--- config.mk ---
export PLATFORM = sky130hd
export DESIGN_NAME = seq_divider
export DESIGN_NICKNAME = d
export VERILOG_FILES = /design/src/rtl/seq_divider.sv
export SDC_FILE = /design/constraint.sdc
export NUM_CORES = 1
export LEC_CHECK = 0
export CAP_MARGIN = 10
export CORE_ASPECT_RATIO = 1.5
export CORE_MARGIN = 2
export CORE_UTILIZATION = 30
export DETAILED_ROUTE_END_ITERATION = 7
export GPL_ROUTABILITY_DRIVEN = 0
export PLACE_DENSITY = 0.47
export SLEW_MARGIN = 20
export SYNTH_ARGS = -nofsm -noshare
export SYNTH_HDL_FRONTEND = slang
export SYNTH_SLANG_ARGS = --single-unit
--- constraint.sdc ---
create_clock -name clk -period 10.5 [get_ports clk]
set_clock_uncertainty 0.05 [all_clocks]
set_input_delay 2.1 -clock clk [delete_from_list [all_inputs] [get_ports clk]]
set_output_delay 2.1 -clock clk [all_outputs]
set_load 0.02 [all_outputs]
--- src/rtl/seq_divider.sv ---
// Multi-cycle restoring integer divider for the M-extension execute stage.
// Retires BPC quotient bits per cycle; divide-by-zero and overflow finish in one cycle.
module seq_divider #(
    parameter int XLEN = 32,
    parameter int BPC  = 1
) (
    input  logic            clk,
    input  logic            rst,
    input  logic            start,
    input  logic            kill,
    input  logic [2:0]      divsel,
    input  logic [XLEN-1:0] a,
    input  logic [XLEN-1:0] b,
    output logic            busy,
    output logic            done,
    output logic [XLEN-1:0] res
);

    localparam int CYCLES = XLEN / BPC;
    localparam int CW     = (CYCLES > 1) ? $clog2(CYCLES) : 1;

    localparam logic [2:0] SEL_DIV  = 3'b001;
    localparam logic [2:0] SEL_DIVU = 3'b010;
    localparam logic [2:0] SEL_REM  = 3'b011;
    localparam logic [2:0] SEL_REMU = 3'b100;

    localparam logic [XLEN-1:0] MIN_NEG = {1'b1, {(XLEN-1){1'b0}}};
    localparam logic [CW-1:0]   CNT_TOP = CW'(CYCLES - 1);

    typedef enum logic [1:0] {
        IDLE = 2'd0,
        CALC = 2'd1,
        DONE = 2'd2
    } state_t;

    state_t          state_q, state_d;
    logic [CW-1:0]   cnt_q, cnt_d;
    logic [XLEN:0]   prem_q, prem_d;
    logic [XLEN-1:0] quo_q, quo_d;
    logic [XLEN-1:0] dvs_q, dvs_d;
    logic            rem_sel_q, rem_sel_d;
    logic            negq_q, negq_d;
    logic            negr_q, negr_d;
    logic [XLEN-1:0] res_q, res_d;

    logic            legal;
    logic            is_signed;
    logic            want_rem;
    logic            accept;
    logic            b_zero;
    logic            ovf;
    logic            fast;
    logic [XLEN-1:0] a_abs;
    logic [XLEN-1:0] b_abs;
    logic [XLEN-1:0] fast_res;

    logic [XLEN:0]   s_rem;
    logic [XLEN-1:0] s_quo;
    logic [XLEN-1:0] quo_fix;
    logic [XLEN-1:0] rem_fix;
    logic [XLEN-1:0] calc_res;

    // Request decode and operand conditioning
    always_comb begin
        legal     = 1'b0;
        is_signed = 1'b0;
        want_rem  = 1'b0;
        unique case (divsel)
            SEL_DIV:  begin legal = 1'b1; is_signed = 1'b1; end
            SEL_DIVU: begin legal = 1'b1; end
            SEL_REM:  begin legal = 1'b1; is_signed = 1'b1; want_rem = 1'b1; end
            SEL_REMU: begin legal = 1'b1; want_rem = 1'b1; end
            default:  begin legal = 1'b0; end
        endcase
    end

    always_comb begin
        accept   = start && legal && !kill && (state_q != CALC);
        a_abs    = (is_signed && a[XLEN-1]) ? (~a + 1'b1) : a;
        b_abs    = (is_signed && b[XLEN-1]) ? (~b + 1'b1) : b;
        b_zero   = (b == '0);
        ovf      = is_signed && (a == MIN_NEG) && (b == '1);
        fast     = b_zero || ovf;
        fast_res = '0;
        if (b_zero) begin
            fast_res = want_rem ? a : '1;
        end else if (ovf) begin
            fast_res = want_rem ? '0 : MIN_NEG;
        end
    end

    // BPC restoring steps, MSB first; dividend shifts out as quotient shifts in
    always_comb begin
        s_rem = prem_q;
        s_quo = quo_q;
        for (int i = 0; i < BPC; i++) begin
            s_rem = {s_rem[XLEN-1:0], s_quo[XLEN-1]};
            s_quo = {s_quo[XLEN-2:0], 1'b0};
            if (s_rem >= {1'b0, dvs_q}) begin
                s_rem    = s_rem - {1'b0, dvs_q};
                s_quo[0] = 1'b1;
            end
        end
    end

    always_comb begin
        quo_fix  = negq_q ? (~s_quo + 1'b1) : s_quo;
        rem_fix  = negr_q ? (~s_rem[XLEN-1:0] + 1'b1) : s_rem[XLEN-1:0];
        calc_res = rem_sel_q ? rem_fix : quo_fix;
    end

    // State register
    always_ff @(posedge clk or posedge rst) begin
        if (rst) begin
            state_q <= IDLE;
        end else begin
            state_q <= state_d;
        end
    end

    // Next-state logic
    always_comb begin
        state_d = state_q;
        unique case (state_q)
            IDLE: begin
                if (accept) begin
                    state_d = fast ? DONE : CALC;
                end
            end
            CALC: begin
                if (kill) begin
                    state_d = IDLE;
                end else if (cnt_q == '0) begin
                    state_d = DONE;
                end
            end
            DONE: begin
                if (accept) begin
                    state_d = fast ? DONE : CALC;
                end else begin
                    state_d = IDLE;
                end
            end
            default: state_d = IDLE;
        endcase
    end

    // Output logic
    always_comb begin
        busy = (state_q == CALC);
        done = (state_q == DONE);
        res  = res_q;
    end

    // Datapath next values
    always_comb begin
        cnt_d     = cnt_q;
        prem_d    = prem_q;
        quo_d     = quo_q;
        dvs_d     = dvs_q;
        rem_sel_d = rem_sel_q;
        negq_d    = negq_q;
        negr_d    = negr_q;
        res_d     = res_q;
        if (accept) begin
            cnt_d     = CNT_TOP;
            prem_d    = '0;
            quo_d     = a_abs;
            dvs_d     = b_abs;
            rem_sel_d = want_rem;
            negq_d    = is_signed && (a[XLEN-1] != b[XLEN-1]) && !b_zero;
            negr_d    = is_signed && a[XLEN-1];
            if (fast) begin
                res_d = fast_res;
            end
        end else if (state_q == CALC && !kill) begin
            prem_d = s_rem;
            quo_d  = s_quo;
            cnt_d  = cnt_q - CW'(1);
            if (cnt_q == '0) begin
                res_d = calc_res;
            end
        end
    end

    always_ff @(posedge clk or posedge rst) begin
        if (rst) begin
            cnt_q     <= '0;
            prem_q    <= '0;
            quo_q     <= '0;
            dvs_q     <= '0;
            rem_sel_q <= 1'b0;
            negq_q    <= 1'b0;
            negr_q    <= 1'b0;
            res_q     <= '0;
        end else begin
            cnt_q     <= cnt_d;
            prem_q    <= prem_d;
            quo_q     <= quo_d;
            dvs_q     <= dvs_d;
            rem_sel_q <= rem_sel_d;
            negq_q    <= negq_d;
            negr_q    <= negr_d;
            res_q     <= res_d;
        end
    end

endmodule

==> summary.md, run 1 <==
| Metric | Value |
|---|---|
| Largest net degree at the start of global routing | `93` |
| CP Launch Type | `flip-flop` |
| Grt met2 use | `0.3852` |
| Fin crit period | `5425 ps` |
| Max Fclk | `around 180 MHz` |
| # port buffers | `104` |
| Yosys warnings | `0` |
| Num ports | `around 110` |
| R2R Path Start | `prem_q[1]` |
| Top FF cell, synth | `dfrtp_1` |
| TNS Setup | `0 ps` |
| Root buf cell | `clkbuf_16` |
| Worst Tran Pin Value | `1006 ps` |
| Initial DRC Count | `just under 700` |
| Netlist Area Pre-Place | `about 12,000 um^2` |
| Syn Nets | `approximately 1.6k` |
| Synth Area per Inst | `roughly 7.8 um^2` |
| HPWL after DPL | `between 30 and 40 mm` |
| Sequential fraction of the synthesis area | `0.2985` |
| Most frequent cells in the layout | `o21ai_0, nand2_1, dfrtp_1` |
| DR vias | `11.17k` |
| Final setup vio count | `0` |
| Clock-pin slew on the worst setup and hold paths | `70 ps` |
| R2R cell count | `18` |
| Pleak | `~5.4 nW` |
| Met1 usage | `0.2596` |
| CP arrival | `~5700 ps` |
| RSZ-0062 raised after global routing | `no` |
| Post-synth ARST share | `1.000` |
| Worst reg2reg endpoint | `res[24]` |
| First-pass GRT wire length | `approximately 66 mm` |
| CP max-delay cell | `or4b_1` |
| Slew Limit Fails | `0` |
| Worst Hold Class | `flip-flop to flip-flop` |
| Crit end category | `flip-flop` |
| Outcome | `completed` |
| Core ar. | `38,210 um^2` |
| FP Rows | `88` |
| CTS tree | `built` |
| Fin worst setup slack | `about 5100 ps` |
| Rel. slew slack | `0.3291` |
| Synth Instances | `about 1.5k` |
| Maximum VDD drop | `196.2 uV` |
| H-tree depth | `4` |
| Number of routed nets with antenna violations | `0` |
| Clock sink total | `between 100 and 150` |
| Vias per inst | `5.473` |
| Number of unique standard cell types used by synthesis | `83` |
| Fill cells | `~4k` |
| Clk Latency, worst-skew pair | `about 450 ps` |
| Drt total wl | `42.60 mm` |
| Hold endpoint | `res[12]` |
| Fin crit share | `0.5167` |
| Detailed-route DRC error count | `0` |
| Hold Path Stages | `2` |
| GRT Total Usage | `0.2160` |
| Most common cell after layout, fill and taps aside | `o21ai_0` |
| GR Util met3 | `0.02273` |
| ANT cells | `0` |
| Placed Cells | `around 2.0k` |
| Kind of critical path | `flip-flop to flip-flop` |
| Drt first pass iters | `5` |
| Crit path cell chain | `ha_1, o211a_1, o31a_1, o21ba_1, o211a_1, o21ai_4, nand2_8, o21ai_0, ha_1, nand2_1, or3b_1, nor2_1, and2_1, a41oi_1, or4b_1, nand2_1, xor2_1, o21ai_1` |
| Worst endpoint required time | `10,790 ps` |
| CTS Buffer Depth | `2` |
| Avg WL per Cell | `between 20 and 25 um` |
| Endpoints failing hold | `0` |
| Total CTS buffers | `17` |
| P&R area growth vs syn | `17.59%` |
| Vias in the first global route | `between 10k and 15k` |
| Most Crowded Layer GR | `met2` |
| Pre-CTS WS | `between 4000 and 5000 ps` |
| Post-route insts no fill | `between 2k and 2.5k` |
| Worst min-delay path startpoint | `res[12]` |
| Seq cells post-synth | `138` |
| Number of synthesized flops with an enable pin | `0` |
| Setup repair bufs after CTS | `0` |
| Die ar. | `roughly 40,000 um^2` |
| Die width | `about 160 um` |
| Layout cell share with drive strength beyond 1 | `0.04657` |
| Flop-to-flop setup slack | `a little over 5000 ps` |
| Layout net count | `1,644` |
| Initial Util | `0.3028` |
| CP Max Fanout | `57` |
| Total grt overflow | `0` |
| Critical path's largest stage delay | `around 600 ps` |
| Die height | `about 240 um` |
| Initial antenna violation count | `0` |
| Cts repair resizes | `0` |
| Final design utilization | `0.3561` |
| Max cap viols | `0` |
| Hold_buf cts | `0` |
| Pwr Density | `288.2 nW/um^2` |
[Yosys cell counts, drive strengths merged (15+ instances only)]
cell type	number	area (um^2)
o21ai	202	1022
nand2	178	686.9
dfrtp	138	3453
xnor2	97	849.6
nor2	96	360.4
a21oi	88	440.4
clkbuf	74	279.0
inv	55	211.5
nand3	54	270.3
xor2	51	446.7
nor3	45	225.2
ha	39	488.0
mux2i	28	296.5
a22oi	25	187.7
nand4	24	156.4
o31ai	24	180.2
nand2b	23	143.9
a31oi	16	100.1
or3	16	100.1
a21o	15	112.6
[through the flow]
step	hold WS (ps)	total power, mW	cell area (um^2)
2_1_floorplan	399.8	2.578	11570
3_5_place_dp	418.5	3.241	12990
4_1_cts	437.2	3.926	13610
6_report	432.6	3.921	13610
5_1_grt	452.8	4.211	13610
3_3_place_gp	417.9	3.247	12990
[per-layer routing]
metal	routed length, um	vias up
met3	1032	59
met2	22100	236
met5	0	-
met4	1676	0
li1	-	5460
met1	17790	5415
[critical path, delay by kind of cell (launching register included)]
kind / cells / cell delay [ps]
flip-flops: 1 / 440
adder cells (fa/ha/maj): 2 / 690
AO/OA/AOI/OAI: 8 / 2070
XOR/XNOR: 1 / 160
AND/OR/NAND/NOR: 7 / 1850
[state kept, by name (all words and copies together) (netlist names)]
| signal | count |
|---|---|
| dvs_q | 32 |
| prem_q | 32 |
| quo_q | 32 |
| res | 32 |
| cnt_q | 5 |
| state_q | 2 |
| negq_q | 1 |
| negr_q | 1 |
| rem_sel_q | 1 |
[worst max-delay path by stage]
stage | start | endpoint | slack [ps] | cells after the start
2_1_floorplan | rst | cnt_q[0] | 4650 | 1
3_3_place_gp | a[6] | res[28] | 4730 | 11
3_5_place_dp | a[6] | res[28] | 4620 | 11
4_1_cts | dvs_q[2] | res[24] | 5080 | 19
5_1_grt | b[6] | res[28] | 4660 | 10
6_report | prem_q[1] | res[24] | 5070 | 18
[cell type report]
cell class / count / area, um^2 / share of cell area
clock inverter: 12 / 161.4 / 0.01186
sequential: 138 / 3453 / 0.2538
clock buffer: 20 / 456.7 / 0.03357
multi-input combinational: 1206 / 7575 / 0.5567
timing repair buffer: 115 / 1124 / 0.08258
tap: 495 / 619.3 / 0.04552
inverter: 55 / 216.5 / 0.01591
[report_power, final]
group          switching [mW]  internal (mW)
sequential              0.189          0.666
combinational            1.52          0.891
clock                   0.268          0.389
total                    1.98           1.95
[cell families after synthesis]
logic type,share of synthesized area
simple gates,0.2191
compound gates,0.2515
flops,0.2985
mux,0.02758
fa+ha+maj,0.04391
xor+xnor,0.1120
buf+inv,0.04737
Note: power is estimated with default switching activity, not from simulation.
==> inputs of run 2 (changes only) <==
==> constraint.sdc (replaced) <==
create_clock -name clk -period 5.45 [get_ports clk]
set_clock_uncertainty 0.05 [all_clocks]
set_input_delay 1.09 -clock clk [delete_from_list [all_inputs] [get_ports clk]]
set_output_delay 1.09 -clock clk [all_outputs]
set_load 0.02 [all_outputs]
==> run 2 against run 1 <==
Count of clock-buffer cells in the layout is the same. First-iteration DRC count fell by 1.3%. Critical path type unchanged. Critical endpoint unchanged. Critical path depth down 1. Combinational power rose by 100%. Sequential share of layout area is 0.22 points lower. Hold slack about the same. Flip-flop and latch count stayed put.
==> summary.md, run 2 (synthesis results as in run 1) <==
| Metric | Value |
|---|---|
| Clock sink total | `138 (unchanged)` |
| Design Area, Final | `13,730 um^2 (was 13,610 um^2)` |
| HPWL after DPL | `33.53 mm (was 32.15 mm)` |
| Outcome | `completed (unchanged)` |
| Pint | `3.746 mW (was 1.945 mW)` |
| Worst Tran Pin Value | `1063 ps (was 1006 ps)` |
| Clock network power share | `0.154 (was 0.168)` |
| P&R area growth vs syn | `18.63% (was 17.59%)` |
| FP Rows | `88 (unchanged)` |
| Logic pwr share | `0.637 (was 0.615)` |
| Vias in the first global route | `11.20k (was 11.14k)` |
| Worst Hold Class | `flip-flop to flip-flop (unchanged)` |
| Hold endpoint | `dvs_q[17] (was res[12])` |
| Worst endpoint required time | `5740 ps (was 10,790 ps)` |
| Hold_buf cts | `0 (unchanged)` |
| R2R Path Start | `prem_q[16] (was prem_q[1])` |
| # port buffers | `104 (unchanged)` |
| CP Max Fanout | `10 (was 57)` |
| Critical path's largest stage delay | `580 ps (was 600 ps)` |
| Most common cell after layout, fill and taps aside | `o21ai_0 (unchanged)` |
| Vias per inst | `5.484 (was 5.473)` |
| Final design utilization | `0.3592 (was 0.3561)` |
| Worst min-delay path startpoint | `dvs_q[17] (was res[12])` |
| GRT Total Usage | `0.2220 (was 0.2160)` |
| Number of routed nets with antenna violations | `0 (unchanged)` |
| Placed cell area | `13,140 um^2 (was 12,990 um^2)` |
| TNS Setup | `0 ps (unchanged)` |
| CP arrival | `5390 ps (was 5720 ps)` |
| Rel. slew slack | `0.2916 (was 0.3291)` |
| CTS Buffer Depth | `2 (unchanged)` |
| Core ar. | `38,210 um^2 (unchanged)` |
| DR vias | `11.30k (was 11.17k)` |
| Num ports | `105 (unchanged)` |
| Clk Latency, worst-skew pair | `460 ps (was 450 ps)` |
| RSZ-0062 raised after global routing | `no (unchanged)` |
| Fin crit share | `0.9346 (was 0.5167)` |
| Die height | `244.5 um (unchanged)` |
| CP Launch Type | `flip-flop (unchanged)` |
| Most frequent cells in the layout | `o21ai_0, nand2_1, dfrtp_1 (unchanged)` |
| Buffers & Inverters on Critical Path | `0 (unchanged)` |
| Maximum VDD drop | `281.2 uV (was 196.2 uV)` |
| Switch share | `0.5115 (was 0.5039)` |
| Final setup vio count | `0 (unchanged)` |
| Flop-to-flop setup slack | `360 ps (was 5070 ps)` |
| CP most frequent cell | `nand2_1` |
| First-pass GRT wire length | `67.37 mm (was 65.98 mm)` |
| Pwr Density | `558.7 nW/um^2 (was 288.2 nW/um^2)` |
| Total grt overflow | `0 (unchanged)` |
| CP max-delay cell | `or4b_1 (unchanged)` |
| CTS tree | `built (unchanged)` |
| R2R cell count | `17 (was 18)` |
| Max cap viols | `0 (unchanged)` |
| Share of power burned in registers | `0.209 (was 0.218)` |
| Max Fclk | `196.3 MHz (was 184.3 MHz)` |
| Die width | `164.3 um (unchanged)` |
| Total CTS buffers | `17 (unchanged)` |
| Setup repair bufs after CTS | `0 (unchanged)` |
| Largest net degree at the start of global routing | `105 (was 93)` |
| Crit path cell chain | `ha_1, nand2_1, or4_4, o31a_1, o21a_4, nand2_8, mux2i_1, ha_1, nand2_1, or3b_1, nor2_1, and2_1, a41oi_2, or4b_1, nand2_1, xor2_1, o21ai_1 (was ha_1, o211a_1, o31a_1, o21ba_1, o211a_1, o21ai_4, nand2_8, o21ai_0, ha_1, nand2_1, or3b_1, nor2_1, and2_1, a41oi_1, or4b_1, nand2_1, xor2_1, o21ai_1)` |
| Fill cells | `4,031 (was 4,081)` |
| Drt first pass iters | `5 (unchanged)` |
| Fin worst setup slack | `356.4 ps (was 5075 ps)` |
| Root buf cell | `clkbuf_16 (unchanged)` |
| Pleak | `5.458 nW (was 5.369 nW)` |
| Die ar. | `40,190 um^2 (unchanged)` |
| H-tree depth | `4 (unchanged)` |
| Setup crit start | `prem_q[16] (was prem_q[1])` |
| Detailed-route DRC error count | `0 (unchanged)` |
| Layout cell share with drive strength beyond 1 | `0.05942 (was 0.04657)` |
| Layout net count | `1,663 (was 1,644)` |
| Pre-CTS WS | `340.5 ps (was 4624 ps)` |
| Sw Pwr | `3.923 mW (was 1.976 mW)` |
| CP delay by family, top | `simple AND/OR/NAND/NOR gates (was compound AO/OA/AOI/OAI gates)` |
| Worst reg2reg endpoint | `res[24] (unchanged)` |
| Endpoints failing hold | `0 (unchanged)` |
| Hold Path Stages | `2 (unchanged)` |
| ANT cells | `0 (unchanged)` |
| Initial Util | `0.3028 (unchanged)` |
| Avg WL per Cell | `21.32 um (was 20.87 um)` |
| Drt total wl | `43.92 mm (was 42.60 mm)` |
| Kind of critical path | `flip-flop to flip-flop (unchanged)` |
| Initial DRC Count | `671 (was 680)` |
| Slew Limit Fails | `0 (unchanged)` |
| Fin crit period | `5094 ps (was 5425 ps)` |
| Clock-pin slew on the worst setup and hold paths | `70 ps (about the same)` |
| Crit end category | `flip-flop (unchanged)` |
| Initial antenna violation count | `0 (unchanged)` |
==> run 2: cell types whose count changed in the layout (fill, tap and decap cells not counted), moves of 2 or more <==
cell / previous run / this run
clkinv_4: 2 / 4
clkinv_2: 1 / 3
clkinvlp_4: 3 / 1
buf_4: 11 / 29
bufinv_16: 3 / 1
==> run 2: routing by layer <==
metal | routed length [um] | share of wire | GRT usage
met5 | 0 | 0 | 0
met4 | 2310 | 0.053 | 0.1166
met3 | 1413 | 0.032 | 0.02883
met2 | 22570 | 0.51 | 0.3870
met1 | 17630 | 0.40 | 0.2624
==> run 2: layout make-up <==
type / instances / area [um^2] / share of cell area
multi-input combinational: 1206 / 7585 / 0.5526
clock buffer: 20 / 456.7 / 0.03327
inverter: 55 / 216.5 / 0.01577
sequential: 138 / 3453 / 0.2516
tap: 495 / 619.3 / 0.04512
clock inverter: 12 / 116.4 / 0.008478
timing repair buffer: 134 / 1279 / 0.09316
==> run 2: worst max-delay path by stage <==
| stage | endpoint | slack [ps] | depth (start not counted) |
|---|---|---|---|
| final | res[24] | 360 | 17 |
| after global routing | res[24] | 10 | 18 |
| after CTS | res[24] | 310 | 18 |
| after detailed placement | res[24] | 340 | 18 |
| after global placement | res[24] | 450 | 17 |
| after floorplan | res[24] | 490 | 22 |
==> run 2: repair_timing <==
action / 4_1_cts / 5_1_grt
gates resized for setup: 0 / 2
hold endpoints to repair: 0 / 0
setup endpoints to repair: 0 / 1
==> run 2: power groups by stage <==
stage          Clock (mW)  Sequential (mW)  Combinational [mW]
6_report             1.18             1.60                4.88
5_1_grt              1.25             1.65                5.35
4_1_cts              1.21             1.60                4.84
3_5_place_dp            0             1.61                4.80
3_3_place_gp            0             1.61                4.84
2_1_floorplan           0             1.52                3.45
==> run 2: tightest hold or removal path: cells and delay by family, from the launching register on <==
family	cells	cell delay [ps]
compound gates	1	60
simple gates	1	50
flops	1	340
==> run 2: stage by stage <==
stage	cells	hold slack [ps]	power [mW]
floorplan	1482	399.8	4.967
global placement	2028	416.8	6.445
detailed placement	2028	417.1	6.411
CTS	2060	436.4	7.649
global route	2060	455.1	8.240
finish	2060	432.9	7.669
